==> config.mk <==
export PLATFORM = sky130hd
export DESIGN_NAME = mux_nto1_arb
export DESIGN_NICKNAME = d
export VERILOG_FILES = /design/src/rtl/mux_nto1_arb.sv
export SDC_FILE = /design/constraint.sdc
export NUM_CORES = 1
export LEC_CHECK = 0
export ABC_AREA = 1
export BUFFER_PORTS_ARGS = -buffer_cell sky130_fd_sc_hd__buf_4
export CORE_MARGIN = 5
export CORE_UTILIZATION = 35
export DETAILED_ROUTE_END_ITERATION = 8
export PLACE_DENSITY = 0.65
export SETUP_SLACK_MARGIN = 0.3
export SYNTH_ARGS = -nofsm -noshare
export SYNTH_HDL_FRONTEND = slang
export SYNTH_SLANG_ARGS = --single-unit
==> constraint.sdc <==
create_clock -name Clock -period 3.55 [get_ports Clock]
set_input_delay 0.71 -clock Clock [delete_from_list [all_inputs] [get_ports Clock]]
set_output_delay 0.71 -clock Clock [all_outputs]
set_load 0.05 [all_outputs]
==> src/rtl/mux_nto1_arb.sv <==
// N-to-1 arbitrating mux with a one-entry registered output stage (round-robin or fixed select).
// Optional even-parity output is enabled by defining MUX_NTO1_ARB_PARITY_EN.
module mux_nto1_arb #(
  parameter int WIDTH    = 24,
  parameter int CHANNELS = 4,
  parameter int SEL_W    = 2
) (
  input  logic                      Clock,
  input  logic                      Reset,
  input  logic [CHANNELS*WIDTH-1:0] InData,
  input  logic [CHANNELS-1:0]       InValid,
  output logic [CHANNELS-1:0]       InReady,
  input  logic                      Mode,
  input  logic [SEL_W-1:0]          Select,
  output logic [WIDTH-1:0]          OutData,
  output logic                      OutValid,
  input  logic                      OutReady,
  output logic [SEL_W-1:0]          OutChannel
`ifdef MUX_NTO1_ARB_PARITY_EN
  ,
  output logic                      OutParity
`endif
);

  typedef enum logic {
    EMPTY = 1'b0,
    FULL  = 1'b1
  } state_t;

  state_t            state_p1, state_d;
  logic [WIDTH-1:0]  data_p1, data_d;
  logic [SEL_W-1:0]  chan_p1, chan_d;
  logic [SEL_W-1:0]  ptr_q, ptr_d;
  logic              load_en;
  logic              gnt_vld;
  logic [SEL_W-1:0]  gnt_idx;
  logic [WIDTH-1:0]  gnt_data;
  int                idx;

`ifdef MUX_NTO1_ARB_PARITY_EN
  logic par_p1, par_d;

  function automatic logic even_par(input logic [WIDTH-1:0] d);
    return ^d;
  endfunction
`endif

  // Grant decision: fixed select, or first valid channel at/after the round-robin pointer
  always_comb begin
    gnt_vld = 1'b0;
    gnt_idx = '0;
    idx     = 0;
    if (Mode) begin
      if ((int'(Select) < CHANNELS) && (|(InValid & (CHANNELS'(1) << Select)))) begin
        gnt_vld = 1'b1;
        gnt_idx = Select;
      end
    end else begin
      for (int i = 0; i < CHANNELS; i++) begin
        idx = (int'(ptr_q) + i) % CHANNELS;
        if (!gnt_vld && (|(InValid & (CHANNELS'(1) << idx)))) begin
          gnt_vld = 1'b1;
          gnt_idx = SEL_W'(idx);
        end
      end
    end
    gnt_data = WIDTH'(InData >> (int'(gnt_idx) * WIDTH));
  end

  assign load_en = (state_p1 == EMPTY) || OutReady;
  assign InReady = (gnt_vld && load_en && !Reset) ? (CHANNELS'(1) << gnt_idx) : '0;

  always_comb begin
    state_d = state_p1;
    data_d  = data_p1;
    chan_d  = chan_p1;
    ptr_d   = ptr_q;
`ifdef MUX_NTO1_ARB_PARITY_EN
    par_d   = par_p1;
`endif
    if (load_en) begin
      if (gnt_vld) begin
        state_d = FULL;
        data_d  = gnt_data;
        chan_d  = gnt_idx;
`ifdef MUX_NTO1_ARB_PARITY_EN
        par_d   = even_par(gnt_data);
`endif
        if (!Mode) begin
          ptr_d = SEL_W'((int'(gnt_idx) + 1) % CHANNELS);
        end
      end else begin
        state_d = EMPTY;
      end
    end
  end

  // Output stage register (p1)
  always_ff @(posedge Clock) begin
    if (Reset) begin
      state_p1 <= EMPTY;
      data_p1  <= '0;
      chan_p1  <= '0;
      ptr_q    <= '0;
`ifdef MUX_NTO1_ARB_PARITY_EN
      par_p1   <= 1'b0;
`endif
    end else begin
      state_p1 <= state_d;
      data_p1  <= data_d;
      chan_p1  <= chan_d;
      ptr_q    <= ptr_d;
`ifdef MUX_NTO1_ARB_PARITY_EN
      par_p1   <= par_d;
`endif
    end
  end

  assign OutData    = data_p1;
  assign OutValid   = (state_p1 == FULL);
  assign OutChannel = chan_p1;
`ifdef MUX_NTO1_ARB_PARITY_EN
  assign OutParity  = par_p1;
`endif

endmodule

Word-level counts from Yosys, hierarchy flattened
Cells that the tools add are included.

storage, ports and cells
  input port bits = 106
  register bits = 29
  logic and storage cells = 63
  output and inout bits = 31

cells by class
  bitwise logic cells = 10
  add/sub/neg operators = 4
  mux-type cells = 17
  reductions and logical operators = 20
  $mul = 1
  shifts and indexed selects = 7

operators by type and width
  cell                                                                 count
  1-bit by 32-bit left shift with 4-bit output (first input constant)  3
  96-bit by 7-bit right shift with 24-bit output                       1
  4-bit bitwise AND                                                    5
  4-bit OR reduction                                                   5
  2-bit 2-to-1 mux                                                     6
  1-bit by 2-bit left shift with 4-bit output (first input constant)   3
  1-bit 2-to-1 mux                                                     10
  2-bit OR reduction                                                   3
  1-bit logical AND                                                    5
  2-bit by 1-bit adder with 2-bit output (second input constant)       2
  2-bit adder (second input constant)                                  2
  1-bit logical NOT                                                    4
  2-bit by 2-bit multiplier with 4-bit output (second input constant)  1
  4-bit 2-to-1 mux                                                     1
  1-bit bitwise AND (first input constant)                             3
  3-bit AND reduction                                                  1
  1-bit NOT                                                            2
  2-bit AND reduction                                                  1
  1-bit logical OR                                                     1

Depth between registers and ports, before layout
  word-level depth = 20
  gate-level depth with buffers = 17
  mapped depth without buffers = 16

Least setup slack after synthesis
OpenSTA, ideal clock, no wires.

  path kind = input-to-output
  start point = input port InValid[2]
  end point = output port InReady[0]
  arrival = 2500 ps
  buffers on the path = 1
  stages on the path = 13
  setup slack = 340 ps
  cell sequence = nand2_1 -> nand2_1 -> nor2_4 -> nand3_2 -> nor2_1 -> nor2_2 -> nand2_4 -> nand2_4 -> clkinv_2 -> buf_4 -> ha_1 -> inv_1 -> nor2_1

between the ends
  word-level cells in the longest chain between the ends = 19
  elaborated cells on any way between the ends = 35

ends and longest elaborated chain
  item                             line  RTL
  start, declared                  11    input logic [CHANNELS-1:0] InValid,
  4-bit bitwise AND                61    if (!gnt_vld && (|(InValid & (CHANNELS'(1) << idx)))) begin
  4-bit OR reduction               61
  1-bit 2-to-1 mux                 61
  1-bit 2-to-1 mux                 53    if (Mode) begin
  1-bit logical NOT                61
  1-bit logical AND                61
  1-bit 2-to-1 mux                 61
  1-bit 2-to-1 mux                 53
  [... 2 more ...]                 --
  1-bit 2-to-1 mux                 61
  1-bit 2-to-1 mux                 53
  1-bit logical NOT                61
  1-bit logical AND                61
  1-bit 2-to-1 mux                 61
  1-bit 2-to-1 mux                 53
  1-bit logical AND (2 in series)  71    assign InReady = (gnt_vld && load_en && !Reset) ? (CHANNELS'(1) << gnt_idx) : '0;
  4-bit 2-to-1 mux (*)             71
  end, declared                    12    output logic [CHANNELS-1:0] InReady,

Mark *: on every way between the ends. The rest lies on a longest branch, timed or not. The select of a mux whose other input is x is not followed.

Worst setup path after layout
  start point = register ptr_q[1]
  end point = output port InReady[2]

between the ends
  word-level cells in the longest chain between the ends = 20
  elaborated cells on any way between the ends = 44

ends and longest elaborated chain
  item                                                                                                          line    RTL
  start, declared                                                                                               33      logic [SEL_W-1:0] ptr_q, ptr_d;
  start signal, assigned                                                                                        112     ptr_q <= ptr_d;
  2-bit by 1-bit adder with 2-bit output / 1-bit by 2-bit left shift with 4-bit output (equally long branches)  60, 61
  2-bit OR reduction (no source line) / 4-bit bitwise AND (equally long branches)                               --
  1-bit bitwise AND (no source line) / 4-bit OR reduction (equally long branches)                               --
  1-bit by 32-bit left shift with 4-bit output / 1-bit 2-to-1 mux (equally long branches)                       61
  4-bit bitwise AND / 1-bit 2-to-1 mux (equally long branches)                                                  61, 53
  4-bit OR reduction / 1-bit logical NOT (equally long branches)                                                61
  1-bit logical AND                                                                                             61
  1-bit 2-to-1 mux                                                                                              61
  [... 3 more ...]                                                                                              --
  1-bit 2-to-1 mux                                                                                              61
  1-bit 2-to-1 mux                                                                                              53
  1-bit logical NOT                                                                                             61
  1-bit logical AND                                                                                             61
  1-bit 2-to-1 mux                                                                                              61
  1-bit 2-to-1 mux                                                                                              53
  1-bit logical AND (2 in series)                                                                               71
  4-bit 2-to-1 mux (*)                                                                                          71

Marks and branches as above.

==> results.sh <==
export IMPL_outcome="finished, final reports clean"
export IMPL_hold_viol_final=0
export IMPL_synth_edf_count=0
export IMPL_maxCapViolations=0
export IMPL_numClockSinks=29
export IMPL_synth_most_common_cell="nand2_1"
export IMPL_dieHeight_um=96.07
export IMPL_area_growth_pct=48.65
export IMPL_fmax_mhz=327.3
export IMPL_synthesis_nets=560
export IMPL_synth_area_mm2=0.002592
export IMPL_path_clk_slew_ps=60
export IMPL_synth_area_leaders="nand2_1 23%, dfxtp_1 22%, nand3_1 9.7%"
export IMPL_fin_crit_ps=3055
export IMPL_grt_pass1_vias=2982
export IMPL_worstPathMaxFanout=11
export IMPL_hp_class="register to register"
export IMPL_slew_viol_final=0
export IMPL_r2r_end="OutData[14]"
export IMPL_clock_skew_ps=8.924
export IMPL_worstMarginPinSlew_ps=631.3
export IMPL_clock_root_buffer="clkbuf_8"
export IMPL_design_area_mm2=0.003854
export IMPL_postRouteAntennaNets=0
export IMPL_grt_start_max_net_pins=49
export IMPL_max_clock_path_buffers=2
export IMPL_postPlaceCellArea_mm2=0.003632
export IMPL_dr_pass1_iters=5
export IMPL_die_width_um=96.07
export IMPL_cts_buffers=5
export IMPL_busiest_layer="met2"
export IMPL_numPortBuffers=136
export IMPL_maxSlewHeadroom=0.5787
export IMPL_hold_path_startpoint="OutChannel[1]"
export IMPL_dpl_hpwl_um=6858
export IMPL_drive_gt1_frac=0.3316
export IMPL_io_pins=137
export IMPL_r2r_slack_ps=1000
export IMPL_rr_startpoint="ptr_q[1]"
export IMPL_ir_drop_v=0.0002985
export IMPL_initial_utilization=0.3593
export IMPL_whs_path_depth=4
export IMPL_vias=3154
export IMPL_track_usage=0.1844
export IMPL_synth_top_area_frac=0.2259
export IMPL_critPathArrivalTime_ps=2350
export IMPL_grt_pass1_wl_um=13490
export IMPL_globalRouteOverflowTotal=0
export IMPL_powerDensity_mw_per_mm2=519.3
export IMPL_routedWlPerCell_um=12.77
export IMPL_synth_top_area_cell="nand2_1"
export IMPL_grtUsageMet2=0.3174
export IMPL_gp_congestion=0.9559
export IMPL_fin_util=0.5342
export IMPL_critPathRequiredTime_ps=2840
export IMPL_synth_common_cells="156 x nand2_1, 65 x inv_1, 63 x nor2_1, 50 x nand3_1, 29 x dfxtp_1"
export IMPL_cts_tree="yes"
export IMPL_yosys_most_used_dff="dfxtp_1"
export IMPL_final_setup_tns_ps=0
export IMPL_ys_ff_latch=29
export IMPL_setup_viol=0
export IMPL_vias_per_cell=4.631
export IMPL_yosysWarnings=0
export IMPL_ys_seq_area_frac=0.2239
export IMPL_grt_use_met1=0.2261
export IMPL_grt_antenna_before_repair=0
export IMPL_r2r_cells=16
export IMPL_async_reset_ff_frac=0
export IMPL_nets=696
export IMPL_drt_initial_drc_count=126
export IMPL_die_area_mm2=0.009228
export IMPL_coreArea_mm2=0.007214
export IMPL_startpoint_type="register"
export IMPL_power_leakage_nw=2.159
export IMPL_min_to="OutChannel[1]"
export IMPL_synthDistinctLibCells=26
export IMPL_drc=0
export IMPL_final_fill_count=733
export IMPL_critPathKind="register to output port"
export IMPL_drt_wl_total_um=8696
export IMPL_synth_avg_cell_area_um2=5.813
export IMPL_placementRows=31
export IMPL_end_kind="output port"
export IMPL_syn_inst=446
export IMPL_antenna_cells=0
export IMPL_multi_input_area_mm2=0.001673
export IMPL_rsz0062_at_grt="false"
export IMPL_clkLatencyLatePin_ps=270
export IMPL_htreeDepth=2
export IMPL_post_route_period_util=0.8606
export IMPL_grt_util_met3=0.04535
export IMPL_seq_area_um2=588.1
export IMPL_ctsHoldBuffers=0
-- cells in the final DEF (no fill, tap or decap), drive strengths merged --
cell type,count
dfxtp,29
ha,8
a21oi,5
nand3b,8
o21ai,8
inv,65
nand4,4
clkinv,1
o22ai,1
nand3,51
nor2,68
nand2,162
clkbuf,7
buf,148
nor3,1
nor3b,16
-- report_power, final --
group / internal (mW) / switching [mW]
clock network: 0.154 / 0.121
logic: 0.448 / 0.818
registers: 0.411 / 0.0499
total: 1.01 / 0.989
-- state kept, by name, summed over array words and instances (netlist names) --
register / cells
OutChannel: 2
OutData: 24
OutValid: 1
ptr_q: 2
-- per-layer routing --
layer | up-vias | wire (um) | part of all wire
met5 | - | 0 | 0
met4 | 0 | 87 | 0.010
li1 | 1630 | - | -
met1 | 1395 | 3527 | 0.41
met2 | 123 | 4236 | 0.49
met3 | 6 | 844 | 0.097
-- through the flow --
step / std cells / setup WS [ps] / power (mW) / hold slack, ps
final: 681 / 494.9 / 2.001 / 541.4
after global routing: 681 / 305.1 / 2.164 / 580.5
after CTS: 676 / 317.4 / 1.965 / 547.1
after detailed placement: 668 / 277.3 / 1.664 / 537.5
after global placement: 668 / 367.3 / 1.651 / 516.4
after floorplan: 446 / 340.0 / 1.347 / 558.4
-- how the worst max path moves through the flow --
| stage | depth (start not counted) | start | end |
|---|---|---|---|
| global route | 13 | ptr_q[1] | InReady[1] |
| CTS | 15 | ptr_q[0] | InReady[2] |
| finish | 15 | ptr_q[1] | InReady[2] |
| global placement | 14 | InValid[2] | InReady[2] |
| detailed placement | 14 | InValid[2] | InReady[2] |
| floorplan | 13 | InValid[2] | InReady[0] |
-- worst max-delay path: stages (launching register included) --
cell,delay (ps)
dfxtp_4,360
inv_1,130
ha_2,230
nand2_1,80
nand2_2,110
nor2_4,50
nand3_2,90
nor2_2,40
nor2_2,180
nand2_4,120
nand2_8,150
clkinv_8,80
ha_1,190
inv_1,60
nor2_2,40
buf_6,150
-- cell families (layout without fill, tap and decap cells) --
family / after synthesis / after routing / synth area share
AND/OR/NAND/NOR: 309 / 310 / 0.5516
buffers and inverters: 86 / 221 / 0.1568
flip-flops: 29 / 29 / 0.2239
AO/OA/AOI/OAI: 14 / 14 / 0.02896
adder cells (fa/ha/maj): 8 / 8 / 0.03861
-- timing repair --
| action | in CTS | in global routing |
|---|---|---|
| resized for setup | 5 | 23 |
| pin swaps | 1 | 10 |
| endpoints found under the setup margin | 4 | 4 |
| cloned | 0 | 1 |
| buffers inserted | 1 | 4 |
-- layout make-up --
class / count / share of cell area
Clock buffer: 7 / 0.02240
Inverter: 66 / 0.06753
Timing Repair Buffer: 148 / 0.2912
Multi-Input combinational cell: 332 / 0.4341
Tap cell: 99 / 0.03214
Sequential cell: 29 / 0.1526
Power figures use the tool's default switching activity.
